[src/rtl/nco_pkg.sv]
// rtl/nco_pkg.sv - mode encodings and reset increment shared by the NCO bank
package nco_pkg;
   typedef enum logic [1:0] {
      MODE_HOLD  = 2'd0,
      MODE_STEP  = 2'd1,
      MODE_GLIDE = 2'd2,
      MODE_RSVD  = 2'd3
   } mode_e;

   localparam int DEF_INC = 358;
endpackage

[src/rtl/nco_channel.sv]
// rtl/nco_channel.sv - one phase accumulator with tick, step/glide increment tracking and lock flag
module nco_channel
   import nco_pkg::*;
#(
   parameter int ACC_W      = 32,
   parameter int INC_W      = 16,
   parameter int GLIDE_RATE = 8
) (
   input  logic             clk,
   input  logic             reset_n,
   input  logic [1:0]       mode,
   input  logic             sync,
   input  logic [INC_W-1:0] target,
   output logic [INC_W-1:0] cur_inc,
   output logic             nco_out,
   output logic             tick,
   output logic             locked
);
   logic [ACC_W-1:0] acc_q, acc_d;
   logic [INC_W-1:0] cur_inc_q, cur_inc_d;
   logic             tick_q, tick_d;
   logic             locked_q, locked_d;
   logic [INC_W-1:0] diff, stride;

   always_comb begin
      acc_d    = sync ? '0 : acc_q + ACC_W'(cur_inc_q);
      // a sync-forced zero never produces a rising MSB, so it cannot tick
      tick_d   = ~acc_q[ACC_W-1] & acc_d[ACC_W-1];
      locked_d = (cur_inc_q == target);
      diff     = (target > cur_inc_q) ? target - cur_inc_q : cur_inc_q - target;
      stride   = (diff > INC_W'(GLIDE_RATE)) ? INC_W'(GLIDE_RATE) : diff;
      cur_inc_d = cur_inc_q;
      case (mode_e'(mode))
         MODE_STEP:  cur_inc_d = target;
         MODE_GLIDE: cur_inc_d = (target > cur_inc_q) ? cur_inc_q + stride : cur_inc_q - stride;
         default:    cur_inc_d = cur_inc_q;
      endcase
   end

   always_ff @(posedge clk or negedge reset_n) begin
      if (!reset_n) begin
         acc_q     <= '0;
         cur_inc_q <= INC_W'(DEF_INC);
         tick_q    <= 1'b0;
         locked_q  <= 1'b1;
      end else begin
         acc_q     <= acc_d;
         cur_inc_q <= cur_inc_d;
         tick_q    <= tick_d;
         locked_q  <= locked_d;
      end
   end

   assign cur_inc = cur_inc_q;
   assign nco_out = acc_q[ACC_W-1];
   assign tick    = tick_q;
   assign locked  = locked_q;
endmodule

[src/rtl/nco_bank.sv]
// rtl/nco_bank.sv - bank of NCO channels sharing a dwell timer, preset index and preset table
module nco_bank
   import nco_pkg::*;
#(
   parameter int NUM_CH      = 3,
   parameter int ACC_W       = 32,
   parameter int INC_W       = 16,
   parameter int NUM_PRESETS = 4,
   parameter int STEP_W      = 25,
   parameter int GLIDE_RATE  = 8,
   localparam int CH_W  = (NUM_CH > 1) ? $clog2(NUM_CH) : 1,
   localparam int IDX_W = (NUM_PRESETS > 1) ? $clog2(NUM_PRESETS) : 1
) (
   input  logic              clk,
   input  logic              reset_n,
   input  logic [1:0]        mode,
   input  logic [STEP_W-1:0] step_max,
   input  logic              sync,
   input  logic              cfg_valid,
   output logic              cfg_ready,
   input  logic [CH_W-1:0]   cfg_ch,
   input  logic [IDX_W-1:0]  cfg_idx,
   input  logic [INC_W-1:0]  cfg_inc,
   output logic [NUM_CH-1:0] nco_out,
   output logic [NUM_CH-1:0] tick,
   output logic [NUM_CH-1:0] locked,
   output logic [IDX_W-1:0]  preset_idx,
   output logic              update
);
   logic [STEP_W-1:0] timer_q, timer_d;
   logic [IDX_W-1:0]  preset_idx_q, preset_idx_d;
   logic              update_q, update_d;
   logic              cfg_ready_q, cfg_ready_d;
   logic [INC_W-1:0]  table_q [NUM_CH][NUM_PRESETS];
   logic [INC_W-1:0]  table_d [NUM_CH][NUM_PRESETS];
   logic [INC_W-1:0]  target  [NUM_CH];
   logic [INC_W-1:0]  cur_inc [NUM_CH];
   logic              running, advance, cfg_wr;

   always_comb begin
      running = ((mode_e'(mode) == MODE_STEP) || (mode_e'(mode) == MODE_GLIDE)) && (step_max != '0);
      // equality only: a lowered step_max lets the timer roll over instead of advancing early
      advance = running && (timer_q == step_max - STEP_W'(1));
      timer_d      = timer_q;
      preset_idx_d = preset_idx_q;
      update_d     = advance;
      cfg_ready_d  = 1'b1;
      if (running)
         timer_d = advance ? '0 : timer_q + STEP_W'(1);
      if (advance)
         preset_idx_d = (preset_idx_q == IDX_W'(NUM_PRESETS - 1)) ? '0 : preset_idx_q + IDX_W'(1);
      cfg_wr  = cfg_valid & cfg_ready_q;
      table_d = table_q;
      for (int c = 0; c < NUM_CH; c++)
         for (int i = 0; i < NUM_PRESETS; i++)
            if (cfg_wr && (cfg_ch == CH_W'(c)) && (cfg_idx == IDX_W'(i)))
               table_d[c][i] = cfg_inc;
   end

   always_comb begin
      for (int c = 0; c < NUM_CH; c++)
         target[c] = table_q[c][preset_idx_q];
   end

   always_ff @(posedge clk or negedge reset_n) begin
      if (!reset_n) begin
         timer_q      <= '0;
         preset_idx_q <= '0;
         update_q     <= 1'b0;
         cfg_ready_q  <= 1'b0;
         for (int c = 0; c < NUM_CH; c++)
            for (int i = 0; i < NUM_PRESETS; i++)
               table_q[c][i] <= INC_W'(DEF_INC << i);
      end else begin
         timer_q      <= timer_d;
         preset_idx_q <= preset_idx_d;
         update_q     <= update_d;
         cfg_ready_q  <= cfg_ready_d;
         table_q      <= table_d;
      end
   end

   for (genvar c = 0; c < NUM_CH; c++) begin : g_ch
      nco_channel #(
         .ACC_W      (ACC_W),
         .INC_W      (INC_W),
         .GLIDE_RATE (GLIDE_RATE)
      ) u_ch (
         .clk     (clk),
         .reset_n (reset_n),
         .mode    (mode),
         .sync    (sync),
         .target  (target[c]),
         .cur_inc (cur_inc[c]),
         .nco_out (nco_out[c]),
         .tick    (tick[c]),
         .locked  (locked[c])
      );
   end

   assign cfg_ready  = cfg_ready_q;
   assign preset_idx = preset_idx_q;
   assign update     = update_q;
endmodule

[config.mk]
export PLATFORM = sky130hd
export DESIGN_NAME = nco_bank
export DESIGN_NICKNAME = d
export VERILOG_FILES = /design/src/rtl/nco_pkg.sv /design/src/rtl/nco_channel.sv /design/src/rtl/nco_bank.sv
export SDC_FILE = /design/constraint.sdc
export NUM_CORES = 1
export LEC_CHECK = 0
export CORE_MARGIN = 3
export CORE_UTILIZATION = 55
export CTS_BUF_LIST = sky130_fd_sc_hd__clkbuf_8
export CTS_CLUSTER_SIZE = 16
export DETAILED_ROUTE_END_ITERATION = 8
export DONT_BUFFER_PORTS = 1
export PLACE_DENSITY_LB_ADDON = 0.15
export SLEW_MARGIN = 25
export SYNTH_ARGS = -nofsm -noshare
export SYNTH_HDL_FRONTEND = slang
export SYNTH_SLANG_ARGS = --single-unit
[constraint.sdc]
create_clock -name clk -period 7.47 [get_ports clk]
set_input_delay 1.1205 -clock clk [delete_from_list [all_inputs] [get_ports clk]]
set_output_delay 1.1205 -clock clk [all_outputs]
set_load 0.05 [all_outputs]
* Yosys cells after proc, flatten, opt, wreduce, memory -nomap -nowiden *
Index checks and enable logic that the tools add are counted.

storage, ports and cells
  latch bits = 0
  logic and storage cells = 121
  memories = 0
  bits in read-only memories = 0
  bits of input ports = 51
  output and inout port bits = 13
  register bits after elaboration = 371
  bits in writable memories = 0

cells by class
  shift operators = 0
  divide/modulo/power cells = 0
  multiplexer cells = 26
  order comparisons = 7
  $mul = 0
  bitwise operators = 8
  equality and inequality tests = 12
  $add $sub $neg = 18
  reductions and logical operators = 22

operator list
  kind                   count
  $mux 16                15
  $sub 16x16->16         9
  $add 32x16->32         3
  $bmux 16 s2            3
  $mux 32                3
  $pmux 16 s2            3
  $add 16x16->16         3
  $eq 16x16->1           3
  $gt 16x16->1           3
  $gt 16x4->1 const B    3
  $add 25x1->25 const B  1
  $eq 25x25->1           1
  $mux 25                1
  $reduce_bool 25->1     1
  $sub 25x1->25 const B  1
  $logic_and 1x1->1      17
  $eq 2x2->1 const B     5
  $eq 2x1->1 const B     3
  $and 1x1->1            4
  $logic_not 2->1        2
  $ge 3x3->1 const B     1
  $not 1->1              3
  $not 2->3              1
  $add 2x1->2 const B    1
  3 further kinds        3

* Logic depth before layout (Yosys ltp) *
  depth in word-level cells = 11
  depth in mapped cells = 36
  gate-level depth less buffers = 31

* Modules after synthesis *
From an unflattened synthesis, not the netlist that was laid out.

second synthesis, totals
  cells, all modules = 2,696
  area, all modules = 26,401.6 sq um

modules (own cells, without submodules)
  module                           times used  seq. area each (sq um)  area an instance (sq um)  cells an instance
  nco_bank                         1           5,605.4                 10,672.7                  768
  nco_channel at g_ch[0].u_ch ...  2           1,258.7                 5,276.3                   648
  nco_channel at g_ch[2].u_ch      1           1,258.7                 5,176.2                   632

* Worst setup path after synthesis *
Ideal clock, no wire load.

  kind = register to register
  from = register preset_idx_q[0] (netlist: preset_idx[0])
  to = register g_ch[1].u_ch.cur_inc_q[14]
  arrival = 7.830 ns
  cell stages (with the launch flop) = 32
  path buffers = 4
  path slack = -0.494 ns
  path through = dfrtp_1 -> clkbuf_1 -> clkbuf_1 -> mux4_2 -> ha_1 -> buf_2 -> a211oi_1 -> or3_4 -> a311o_4 -> nand2_2 -> mux2i_1 -> xor2_1 -> nand3_1 -> or4_1 -> buf_2 -> or3_4 -> or2_2 -> ha_1 -> a21oi_1 -> fa_1 -> a21o_1 -> a21oi_1 -> o21bai_1 -> a21oi_1 -> nor2b_1 -> o21a_1 -> o31a_1 -> o41ai_1 -> o21ai_0 -> xor2_1 -> mux2i_1 -> o21ai_0

between the ends
  longest elaborated chain between the ends = 11

RTL lines
  what                                              RTL line                              RTL
  from (decl)                                       nco_bank.sv:31                        logic [IDX_W-1:0] preset_idx_q, preset_idx_d;
  from (signal assigned)                            nco_bank.sv:76                        preset_idx_q <= preset_idx_d;
  $not 2->3 (not written as such) *                 nco_bank.sv:62                        target[c] = table_q[c][preset_idx_q];
  $bmux 16 s2 *                                     nco_bank.sv:62
  $mux 16 (not written as such) * (2 in a row)      nco_bank.sv:62
  $sub 16x16->16 or $gt 16x16->1 (tied branches)    nco_channel.sv:30, nco_channel.sv:35
  $mux 16                                           nco_channel.sv:30                     diff = (target > cur_inc_q) ? target - cur_inc_q : cur_inc_q - target;
  $gt 16x4->1                                       nco_channel.sv:31                     stride = (diff > INC_W'(GLIDE_RATE)) ? INC_W'(GLIDE_RATE) : diff;
  $mux 16                                           nco_channel.sv:31
  $sub 16x16->16 or $add 16x16->16 (tied branches)  nco_channel.sv:35                     MODE_GLIDE: cur_inc_d = (target > cur_inc_q) ? cur_inc_q + stride : cur_inc_q - stride;
  $mux 16                                           nco_channel.sv:35
  $pmux 16 s2 *                                     nco_channel.sv:33                     case (mode_e'(mode))
  to (signal assigned)                              nco_channel.sv:43                     cur_inc_q <= INC_W'(DEF_INC);
  to (signal assigned)                              nco_channel.sv:48                     cur_inc_q <= cur_inc_d;
  to (decl)                                         nco_channel.sv:20                     logic [INC_W-1:0] cur_inc_q, cur_inc_d;

Mark *: on every way between the ends. The rest lies on a longest branch, timed or not. The select of a mux whose other input is x is not followed.
A chain may end at the register's enable or synchronous reset.

* Final worst setup path *
Same ends and word-level chain as after synthesis.

==> impl_metrics.toml <==
[route]
num_vias = 19800
ant_nets = 0
first_pass_iters = 5
drc = 0
drtIter0Drc = 1238
routed_wl_mm = 64.2
routedWlPerCell_um = 19.1
vias_per_cell = 5.88

[clock_tree]
cts-root-buf = "clkbuf_8"
htreeDepth = 3
numClockSinks = 371
clk-insertion-delay-late_ps = 640
cts_tree = "built"
cts_buffers = 68
path_clk_slew_ps = 60
clk_path_buf_depth = 3

[timing]
rsz0062_at_grt = "true"
slew_headroom_pct = 17.6
drv_slew = 0
fin_tns_setup_ps = 0
clock.fmax_mhz = 137
fin_crit_sh_pct = 98.0
final_hold_viol_count = 0
worst_slew_pin_slew_ps = 1240
min_period_ps = 7320
finClkSkew_ps = 27.8
setup-violations-final = 0

[layout]
nFillCells = 3686
multiInputGateArea_um2 = 15800
final_util_pct = 63.7
syn2layout_area_growth_pct = 13.3
drive_gt1_share_pct = 25.5
num-nets-final = 2967
seqCellArea_um2 = 9390

[logic_synthesis]
synthArstFlopShare_pct = 100
synth-seq-area-share_pct = 36.4
synthCells = 2609
syn_area_um2 = 25800
ys.flop_type = "dfrtp_1"
syn_nets = 2869
avgSynthCellArea_um2 = 9.87
yosys_register_bits = 371
ys_types = 86
yosysWarnings = 0
synth_edf_count = 0

[setup_path]
timing.rr.end = "g_ch[1].u_ch.cur_inc[14]"
end_kind = "flop"
worstRegToRegCells = 31
crit_path_top_delay_cell = "mux4_2"
path_max_fanout = 7
rrSetupSlack_ps = 150
path_class = "reg -> reg"
path_common_cell = "a21oi_2"
slowest_delay_ps = 550
critPathLaunchType = "flop"
cp.arrival_ps = 7820
reg2reg_from = "preset_idx[0]"
required_ps = 7960

[global_route]
antenna_found_initial = 2
grt_first_pass_wirelength_mm = 103
grt_pass1_vias = 19800
grtUsageTotal_pct = 25.4
grt.overflow.total = 0
grt_max_degree = 372

[power_and_ir_drop]
vdd_drop_max_mv = 0.278
power_density_nw_per_um2 = 399
leakage_nw = 13.1

[placed_design]
place_hpwl_mm = 45.7
routabilityCongestion = 0.892
numPortBuffers = 0

[floorplan]
die_x_um = 222
io_pins = 64
initial_utilization_pct = 56.3
core_um2 = 45800
die_y_um = 222
std_cell_rows = 78
dieArea_um2 = 49500

[run]
maxCapViolations = 0

[worst_hold_path]
worstHoldPathType = "in -> async"

[outcome]
status = "finished, final reports clean"
[cell usage in the layout (no fill, tap or decap), types with 64 or more instances in the layout]
cell | synthesis | final
buf_4 | 11 | 143
a21oi_1 | 159 | 145
xnor2_1 | 126 | 124
nand2_1 | 155 | 153
o21ai_0 | 131 | 115
dfstp_2 | 78 | 78
nor2_1 | 228 | 227
dfrtp_1 | 293 | 291
ha_1 | 197 | 173
inv_1 | 151 | 170
mux2_2 | 199 | 198
xor2_1 | 100 | 100
clkbuf_8 | 0 | 87
nand3_1 | 67 | 64
[routing by layer]
| metal | up-vias | global-route usage (%) | share of wire (%) |
|---|---|---|---|
| met5 | - | 0 | 0 |
| met4 | 0 | 7.75 | 2.3 |
| met3 | 104 | 5.02 | 5.4 |
| met2 | 443 | 41.7 | 48 |
| met1 | 9776 | 34.1 | 44 |
| li1 | 9436 | - | - |
[registers in the layout, indices dropped and copies added, names as in the netlist]
name	cells
g_ch.u_ch.acc_q	96
preset_idx	2
g_ch.u_ch.cur_inc	48
g_ch.u_ch.locked	3
table_q	192
timer_q	25
update	1
g_ch.u_ch.tick	3
cfg_ready	1
[how the worst max path moves through the flow]
stage,start,endpoint,cells past startpoint
2_1_floorplan,preset_idx[0],g_ch[1].u_ch.cur_inc[14],31
3_3_place_gp,preset_idx[0],g_ch[1].u_ch.cur_inc[15],28
3_5_place_dp,preset_idx[0],g_ch[1].u_ch.cur_inc[15],28
4_1_cts,preset_idx[0],g_ch[1].u_ch.cur_inc[14],30
5_1_grt,preset_idx[0],g_ch[1].u_ch.cur_inc[14],30
6_report,preset_idx[0],g_ch[1].u_ch.cur_inc[14],31
[per-stage QoR]
stage                     setup slack (ps)  area, um^2  hold WS [ps]  total power, mW  cells
after floorplan                      -15.6       25800           442             7.54   2609
after CTS                             1.64       28300           161             11.1   3319
after global placement                10.6       26800           483             8.93   3193
after detailed placement              -146       26800           490             9.06   3193
after global routing                  -168       29200           161             12.5   3363
final                                  146       29200           202             11.6   3363
[critical path, delay by kind of cell, from the launching register on]
family | cells | cell delay, ps
mux | 3 | 900
fa+ha+maj | 3 | 810
compound gates | 11 | 1850
simple gates | 8 | 2210
xor+xnor | 3 | 440
buf+inv | 3 | 430
flops | 1 | 520
[timing repair]
action,CTS,global route
setup buffers,1,41
hold buffers,0,0
gates resized for setup,3,108
setup endpoints to repair,4,17
pin swaps,2,51
cloned,0,2
[cells by family after synthesis]
group	share of synthesized area [%]
other	0.0146
muxes	14.8
and+or+nand+nor	13.5
AOI/OAI and AO/OA	12.6
DFF	36.4
xor gates and xnor gates	7.69
buffers and inverters	4.44
adders and majority gates	10.5
[final cells by class]
cell class	instances	share of cell area (%)
clock buffers	87	4.10
well taps	600	2.57
repair buffers	153	4.34
inverters	153	1.97
flip-flops and latches	371	32.2
clock inverters	38	0.742
diodes	1	0.00858
multi-input cells	1960	54.1
[report_power, final]
group | internal [mW] | switching [mW] | total, mW | leakage, nW
clock network | 1.09 | 0.893 | 1.98 | 0.797
registers | 2.50 | 0.366 | 2.86 | 4.64
logic | 3.17 | 3.62 | 6.79 | 7.65
[Yosys cell counts (all sizes together), types with 41 or more instances]
master  number  area share [%]
a21o        45             1.3
mux2       201             8.8
nor3        61             1.2
xor2       100             3.4
mux4        48             4.2
dfrtp      293              28
nand2      157             2.3
ha         197             9.6
dfstp       78             8.0
nor2       228             3.3
buf         41            0.99
inv        153             2.2
nand3       67             1.3
mux2i       47             1.8
o21ai      134             2.6
xnor2      126             4.3
clkbuf      84             1.2
a21oi      159             3.1
(Power assumes the default switching activity.)
